`src/rtl/bridge_pkg.sv`:
```
// Shared definitions for the bridge deck plant model and the DrawBridge controller:
// the 2-bit mechanism state encoding and the default mechanical parameters.
package bridge_pkg;

  typedef enum logic [1:0] {
    ST_IDLE        = 2'd0,
    ST_MOVING_UP   = 2'd1,
    ST_MOVING_DOWN = 2'd2,
    ST_BRAKE       = 2'd3
  } bridge_state_e;

  localparam int unsigned POS_W             = 8;
  localparam int unsigned TRAVEL_DEF        = 16;
  localparam int unsigned STEP_DIV_DEF      = 4;
  localparam int unsigned REVERSE_DWELL_DEF = 2;
  localparam int unsigned STALL_LIMIT_DEF   = 8;

endpackage

```
`src/rtl/bridge_mechanism_step_prescaler.sv`:
```
// Step prescaler: counts enabled clocks and pulses o_tc on the last count of
// each DIV-clock period; i_clr has priority and returns the count to 0.
module step_prescaler #(
  parameter int unsigned DIV = 4
) (
  input  logic i_clk,
  input  logic i_rst,
  input  logic i_clr,
  input  logic i_en,
  output logic o_tc
);

  localparam int unsigned CW = (DIV > 1) ? $clog2(DIV) : 1;

  logic [CW-1:0] r_count;

  // Terminal count is independent of i_clr so a final step can still land on the edge that leaves motion.
  assign o_tc = i_en && (r_count == CW'(DIV - 1));

  always_ff @(posedge i_clk or posedge i_rst) begin
    if (i_rst) begin
      r_count <= '0;
    end else if (i_clr) begin
      r_count <= '0;
    end else if (i_en) begin
      r_count <= o_tc ? '0 : r_count + CW'(1);
    end
  end

endmodule

```
`src/rtl/bridge_mechanism.sv`:
```
// Cycle-accurate plant model of the bridge deck: motor command in, limit sensors,
// deck position, stall fault and mechanism state out.
module bridge_mechanism
  import bridge_pkg::*;
#(
  parameter int unsigned TRAVEL        = TRAVEL_DEF,
  parameter int unsigned STEP_DIV      = STEP_DIV_DEF,
  parameter int unsigned REVERSE_DWELL = REVERSE_DWELL_DEF,
  parameter int unsigned STALL_LIMIT   = STALL_LIMIT_DEF
) (
  input  logic             Clk,
  input  logic             Reset,
  input  logic             MT,
  input  logic             DIR,
  input  logic             Jam,
  output logic             H,
  output logic             L,
  output logic [POS_W-1:0] Position,
  output logic             Fault,
  output logic [1:0]       State
);

  localparam int unsigned SW = $clog2(STALL_LIMIT + 1);
  localparam int unsigned DW = $clog2(REVERSE_DWELL + 1);

  bridge_state_e    r_state, w_state_next;
  logic [POS_W-1:0] r_pos, w_pos_next;
  logic [SW-1:0]    r_stall, w_stall_next;
  logic [DW-1:0]    r_dwell, w_dwell_next;
  logic             r_fault, w_fault_next;
  logic             r_h, r_l;
  logic             w_moving, w_next_moving, w_tc, w_presc_clr, w_presc_en;

  assign w_moving      = (r_state == ST_MOVING_UP) || (r_state == ST_MOVING_DOWN);
  assign w_next_moving = (w_state_next == ST_MOVING_UP) || (w_state_next == ST_MOVING_DOWN);
  assign w_presc_en    = w_moving && !Jam;
  assign w_presc_clr   = !(w_moving && w_next_moving);

  step_prescaler #(.DIV(STEP_DIV)) u_prescaler (
    .i_clk (Clk),
    .i_rst (Reset),
    .i_clr (w_presc_clr),
    .i_en  (w_presc_en),
    .o_tc  (w_tc)
  );

  always_comb begin
    w_stall_next = '0;
    w_fault_next = r_fault;
    if (!r_fault && Jam && MT) begin
      if (r_stall == SW'(STALL_LIMIT - 1)) begin
        w_fault_next = 1'b1;
      end else begin
        w_stall_next = r_stall + SW'(1);
      end
    end
  end

  always_ff @(posedge Clk or posedge Reset) begin
    if (Reset) begin
      r_state <= ST_IDLE;
      r_pos   <= '0;
      r_stall <= '0;
      r_dwell <= '0;
      r_fault <= 1'b0;
      r_h     <= 1'b0;
      r_l     <= 1'b1;
    end else begin
      r_state <= w_state_next;
      r_pos   <= w_pos_next;
      r_stall <= w_stall_next;
      r_dwell <= w_dwell_next;
      r_fault <= w_fault_next;
      r_h     <= (w_pos_next == POS_W'(TRAVEL));
      r_l     <= (w_pos_next == '0);
    end
  end

  // Branch order encodes event priority: fault, jam, limit arrival, motor off, reversal, step.
  always_comb begin
    w_state_next = r_state;
    w_pos_next   = r_pos;
    w_dwell_next = r_dwell;
    if (w_fault_next) begin
      w_state_next = ST_IDLE;
      w_dwell_next = '0;
    end else if (!Jam) begin
      unique case (r_state)
        ST_IDLE: begin
          if (MT && DIR && (r_pos < POS_W'(TRAVEL))) begin
            w_state_next = ST_MOVING_UP;
          end else if (MT && !DIR && (r_pos != '0)) begin
            w_state_next = ST_MOVING_DOWN;
          end
        end
        ST_MOVING_UP, ST_MOVING_DOWN: begin
          if (w_tc && (r_state == ST_MOVING_UP) && (r_pos == POS_W'(TRAVEL - 1))) begin
            w_pos_next   = POS_W'(TRAVEL);
            w_state_next = ST_IDLE;
          end else if (w_tc && (r_state == ST_MOVING_DOWN) && (r_pos == POS_W'(1))) begin
            w_pos_next   = '0;
            w_state_next = ST_IDLE;
          end else if (!MT) begin
            w_state_next = ST_IDLE;
          end else if (DIR != (r_state == ST_MOVING_UP)) begin
            w_state_next = ST_BRAKE;
            w_dwell_next = '0;
          end else if (w_tc) begin
            w_pos_next = (r_state == ST_MOVING_UP) ? r_pos + POS_W'(1) : r_pos - POS_W'(1);
          end
        end
        ST_BRAKE: begin
          if (r_dwell == DW'(REVERSE_DWELL - 1)) begin
            w_state_next = ST_IDLE;
            w_dwell_next = '0;
          end else begin
            w_dwell_next = r_dwell + DW'(1);
          end
        end
      endcase
    end
  end

  always_comb begin
    State    = r_state;
    Position = r_pos;
    Fault    = r_fault;
    H        = r_h;
    L        = r_l;
  end

endmodule

```
`config.mk`:
```
export PLATFORM = sky130hd
export DESIGN_NAME = bridge_mechanism
export DESIGN_NICKNAME = d
export VERILOG_FILES = /design/src/rtl/bridge_pkg.sv /design/src/rtl/bridge_mechanism_step_prescaler.sv /design/src/rtl/bridge_mechanism.sv
export SDC_FILE = /design/constraint.sdc
export NUM_CORES = 1
export LEC_CHECK = 0
export CORE_UTILIZATION = 49
export DETAILED_ROUTE_END_ITERATION = 12
export GPL_ROUTABILITY_DRIVEN = 1
export PLACE_DENSITY = 0.78
export SLEW_MARGIN = 30
export SYNTH_ARGS = -nofsm -noshare
export SYNTH_HDL_FRONTEND = slang
export SYNTH_SLANG_ARGS = --single-unit
```
`constraint.sdc`:
```
create_clock -name Clk -period 3.6 [get_ports Clk]
set_input_delay 0.54 -clock Clk [delete_from_list [all_inputs] [get_ports Clk]]
set_output_delay 0.54 -clock Clk [all_outputs]
set_load 0.01 [all_outputs]
```
==> results of run 1 <==
[power groups by stage]
stage               combinational (mW)  sequential (mW)  clock [mW]
floorplan                        0.270            0.300           0
global placement                 0.348            0.301           0
detailed placement               0.362            0.304           0
CTS                              0.365            0.299       0.121
global route                     0.408            0.305       0.128
finish                           0.367            0.299       0.115
[cell usage in the layout (no fill, tap or decap), types with 4 or more instances in the layout]
cell type         n
nor3_1            7
dfrtp_1          20
nor3b_1           5
xnor2_1           4
a21oi_1           5
nand4_1           5
ha_1              9
nand2b_1          5
clkdlybuf4s50_1  17
inv_1            12
nand2_1          13
xor2_1            5
a31oi_1           4
nor2_1           15
[flip-flops by register name, summed over array words and instances, names as in the netlist]
name,cells
Fault,1
H,1
L,1
Position,8
State,2
r_dwell,2
r_stall,4
u_prescaler.r_count,2
[final timing paths]
check / endpoint / cells past startpoint
setup reg to reg: L / 8
hold / removal: r_stall[0] / 1
min in group asynchronous: u_prescaler.r_count[1] / 2
hold reg to reg: r_stall[0] / 1
max in group asynchronous: Position[7] / 2
setup / recovery: L / 8
[critical path: cells and delay by family (launching register included)]
family	cells	cell delay (ns)
AO/OA/AOI/OAI	3	0.70
adder cells (fa/ha/maj)	1	0.38
buffers and inverters	1	0.12
flip-flops	1	0.42
multiplexers	1	0.34
AND/OR/NAND/NOR	2	0.83
[per-stage QoR]
stage	total power, mW	instances
final	0.781	227
after floorplan	0.570	169
after CTS	0.785	227
after detailed placement	0.666	223
after global routing	0.841	227
after global placement	0.649	223
[cells in the mapped netlist, types with 4 or more instances]
| master | count | area share [%] |
|---|---|---|
| a21oi_1 | 5 | 1.6 |
| a31oi_1 | 4 | 1.6 |
| dfrtp_1 | 20 | 32 |
| ha_1 | 9 | 7.3 |
| inv_1 | 12 | 2.9 |
| nand2_1 | 13 | 3.1 |
| nand2b_1 | 5 | 2.0 |
| nand4_1 | 5 | 2.0 |
| nor2_1 | 15 | 3.6 |
| nor3_1 | 7 | 2.3 |
| nor3b_1 | 5 | 2.4 |
| xnor2_1 | 4 | 2.3 |
| xor2_1 | 5 | 2.8 |
[layer usage]
metal / GRT usage [%] / vias up / routed length [um]
li1: - / 643 / -
met1: 27.3 / 633 / 1450
met2: 38.8 / 42 / 1630
met3: 2.23 / 14 / 115
met4: 12.2 / 0 / 122
met5: 0 / - / 0
[kinds of logic after synthesis]
kind of cell / share of synthesized area, %
flops: 34.0
xor+xnor: 6.13
buf+inv: 5.73
fa+ha+maj: 7.26
mux: 4.35
simple gates: 25.8
compound gates: 16.8
[area by class of cell]
type / instances / area share (%)
Timing Repair Buffer: 18 / 10.0
Multi-Input combinational cell: 128 / 52.9
Sequential cell: 21 / 29.8
Inverter: 12 / 2.55
Tap cell: 44 / 3.11
Clock buffer: 3 / 1.27
Clock inverter: 1 / 0.283
==> impl_metrics.ini, run 1 <==
[status]
status = finished, final reports clean

[worst_setup_path]
slowest_stage = or4_4
cp-end-kind = flop
worstPathArrival_ns = 3.10
r2r-start = State[1]
critPathRequiredTime_ns = 3.83
crit_fanout = 15
worst_setup_path_start_kind = flop
worstPathCellList = inv_1 > ha_1 > or4_4 > a2111oi_4 > mux2_4 > o21ai_2 > a41oi_2 > nor3b_1
max_stage_delay_ns = 0.59
r2r_slack_ns = 0.73
criticalPathCategory = flop to flop
worstSetupStartpoint = State[1]

[logic_synthesis]
postSynthAreaPerCell_um2 = 9.18
synth_flop_cell = dfrtp_1
syn-cell-area_um2 = 1550
yosysWarnings = 0
syn_inst = 169
synth_nets = 183
ys_types = 57
synth-edff-count = 0
synth-seq-area-share_pct = 34.0
synthArstFlopShare_pct = 100
synth-seq-cells = 21

[floorplan]
dieArea_um2 = 3400
io_pins = 18
start_util_pct = 51.2
die_h_um = 58.3
fp.dieW_um = 58.3
row_count = 20
core_area_um2 = 3030

[timing]
worst_slack_ns = 0.728
min_period_ns = 2.87
fmax_ghz = 0.348
post-route-period-util_pct = 79.8
setup_viol = 0
rsz0062_at_grt = no
relSlewSlack_pct = 47.4
worst_slew_pin_slew_ns = 0.788
tns_ns = 0
finalHoldViolations = 0
slew_violations = 0
whs_ns = 0.497
finalClockSkew_ns = 0.00352

[final_layout]
n_antenna_cell = 0
regArea_um2 = 527
multi_input_area_um2 = 936
nFillCells = 282
drive_gt1_share_pct = 8.74
final_cell_area_um2 = 1770
final_nets = 198
area_growth_pct = 14.0
fin_util_pct = 58.4

[routing]
drtIter0Drc = 62
vias_per_cell = 5.87
firstDrtPassIters = 4
vias = 1332
drc_errors = 0
wl_mm = 3.32
wl_per_cell_um = 14.6
ant_nets = 0

[power]
p_sw_mw = 0.314
leakage_nw = 0.738
comb_power_share_pct = 47.0
max-vdd-ir-drop_mv = 0.249
sw_frac_of_total_pct = 40.2
powerDensity_nw_per_um2 = 442
internal-power_mw = 0.467
p_clk_share_pct = 14.7
seqPwrFrac_pct = 38.3

[cts]
clk_latency_ns = 0.31
cts_buffers = 3
htree_levels = 1
cts_tree = yes
clk_path_buf_depth = 2
root_buffer = clkbuf_4
ctsResizeCount = 0
path_clk_slew_ns = 0.12
clock-sinks = 21
cts_hold_buf = 0
cts_setup_buffers = 0

[placed_design]
place_congestion = 0.893
dp_hpwl_mm = 2.46
io_buffers = 17
postPlaceCellArea_um2 = 1740
preCtsSetupSlack_ns = 0.754

[global_route]
grt_pass1_wl_mm = 5.84
grt_overflow = 0
grt_use_total_pct = 22.4
grt_max_degree = 22
antenna_found_initial = 0
grt_pass1_vias = 1284

[worst_hold_path]
min_from = r_stall[0]
hold_class = flop to flop

[flow_run]
max_cap_viol_count = 0
Note: power is estimated with default switching activity, not from simulation.
==> run 2, diff against run 1 <==
==> constraint.sdc (replaced) <==
create_clock -name Clk -period 3 [get_ports Clk]
set_input_delay 0.45 -clock Clk [delete_from_list [all_inputs] [get_ports Clk]]
set_output_delay 0.45 -clock Clk [all_outputs]
set_load 0.01 [all_outputs]
==> run 2 against run 1 <==
Net effect: clock skew rose by 0.022 ns; combinational power rose by 29%; clock power rose by 25%; global-route usage rose by 0.19 points; critical path depth did not move; critical path type unchanged; largest power group unchanged; highest routed layer unchanged.
==> impl_metrics.ini, run 2 (same netlist as run 1, synthesis figures left out) <==
[status]
status = finished, final reports clean

[floorplan]
die_h_um = 58.3
dieArea_um2 = 3400
fp.dieW_um = 58.3
row_count = 20
core_area_um2 = 3030
start_util_pct = 51.2
io_pins = 18

[timing]
relSlewSlack_pct = 48.2
worst_slew_pin_slew_ns = 0.776
setup_viol = 0
rsz0062_at_grt = no
tns_ns = 0
finalHoldViolations = 0
post-route-period-util_pct = 88.6
slew_violations = 0
finalClockSkew_ns = 0.0253
fmax_ghz = 0.376
min_period_ns = 2.66

[routing]
met2_length_mm = 1.76
routed.top_layer = met4
wl_met3_um = 103
drc_errors = 0
wl_mm = 3.38
wl_per_cell_um = 14.4
vias = 1346
vias_per_cell = 5.75
ant_nets = 0
route.layer.met1.wl_mm = 1.45
firstDrtPassIters = 4
drtIter0Drc = 39

[cts]
clock-sinks = 21
clk_latency_ns = 0.33
ctsResizeCount = 0
root_buffer = clkbuf_4
path_clk_slew_ns = 0.14
clk_path_buf_depth = 2
cts_buffers = 3
htree_levels = 1
cts_tree = yes
cts_setup_buffers = 0
cts_hold_buf = 0

[worst_hold_path]
min_from = r_stall[0]
hold_class = flop to flop
hold_depth = 1
min_to = r_stall[0]

[final_layout]
final_cell_mix = 20 x dfrtp_1, 17 x clkdlybuf4s50_1, 15 x nor2_1, 13 x nand2_1, 12 x inv_1
drive_gt1_share_pct = 12.1
nFillCells = 261
fin_util_pct = 60.1
final_common_cell = dfrtp_1
area_growth_pct = 17.3
largest_reg_flops = 8
multi_input_area_um2 = 936
n_antenna_cell = 0
regArea_um2 = 527
final_nets = 205

[global_route]
grt_use_total_pct = 22.6
grt_pass1_wl_mm = 5.93
antenna_found_initial = 0
grt_max_degree = 22
grt_pass1_vias = 1414
grt_overflow = 0

[worst_setup_path]
crit_fanout = 5
r2r_slack_ns = 0.34
critPathRequiredTime_ns = 3.23
worst_setup_path_start_kind = flop
worstPathArrival_ns = 2.88
reg2regPathDepth = 8
criticalPathCategory = flop to flop
cp-end-kind = flop
r2r-start = State[1]
timing.rr.end = L

[power]
max-vdd-ir-drop_mv = 0.310
powerDensity_nw_per_um2 = 533
leakage_nw = 0.775
total_power_mw = 0.969

[placed_design]
place_congestion = 0.847
io_buffers = 17
dp_hpwl_mm = 2.61

[flow_run]
max_cap_viol_count = 0
==> run 2: cell count changes in the layout (fill, tap and decap cells not counted) <==
cell / change
buf_4: +7
==> run 2: critical path: stages (launching register included) <==
cell and delay (ns):
dfrtp_1 0.44, inv_1 0.12, ha_1 0.22, or4_4 0.53
a2111oi_4 0.42, mux2_4 0.34, o21ai_2 0.12, a41oi_2 0.13
nor3b_1 0.23
==> run 2: layer usage <==
layer | global-route usage [%] | up-vias
met2 | 43.5 | 34
met1 | 25.4 | 649
li1 | - | 654
met3 | 2.46 | 9
met5 | 0 | -
met4 | 8.16 | 0
==> run 2: where the power goes <==
| group | switching (mW) | internal, mW | total, mW |
|---|---|---|---|
| Combinational | 0.258 | 0.215 | 0.473 |
| Clock | 0.0945 | 0.0500 | 0.144 |
| Sequential | 0.0372 | 0.315 | 0.352 |
==> run 2: area by class of cell <==
class | instances | area share (%)
Multi-Input combinational cell | 128 | 51.4
Inverter | 12 | 2.47
Clock buffer | 3 | 1.24
Clock inverter | 1 | 0.275
Sequential cell | 21 | 28.9
Tap cell | 44 | 3.02
Timing Repair Buffer | 25 | 12.6
==> run 2: how the worst max path moves through the flow <==
stage,startpoint,to
after global placement,State[1],L
after floorplan,State[1],L
after global routing,State[1],L
final,State[1],L
after detailed placement,State[1],L
after CTS,State[1],L
==> run 2: through the flow <==
step	instance area (um2)	hold WS (ns)	cells	worst slack, ns
final	1820	0.486	234	0.343
after global routing	1820	0.510	234	0.204
after CTS	1820	0.487	234	0.342
after detailed placement	1790	0.468	230	0.387
after global placement	1790	0.458	230	0.445
after floorplan	1550	0.426	169	0.406
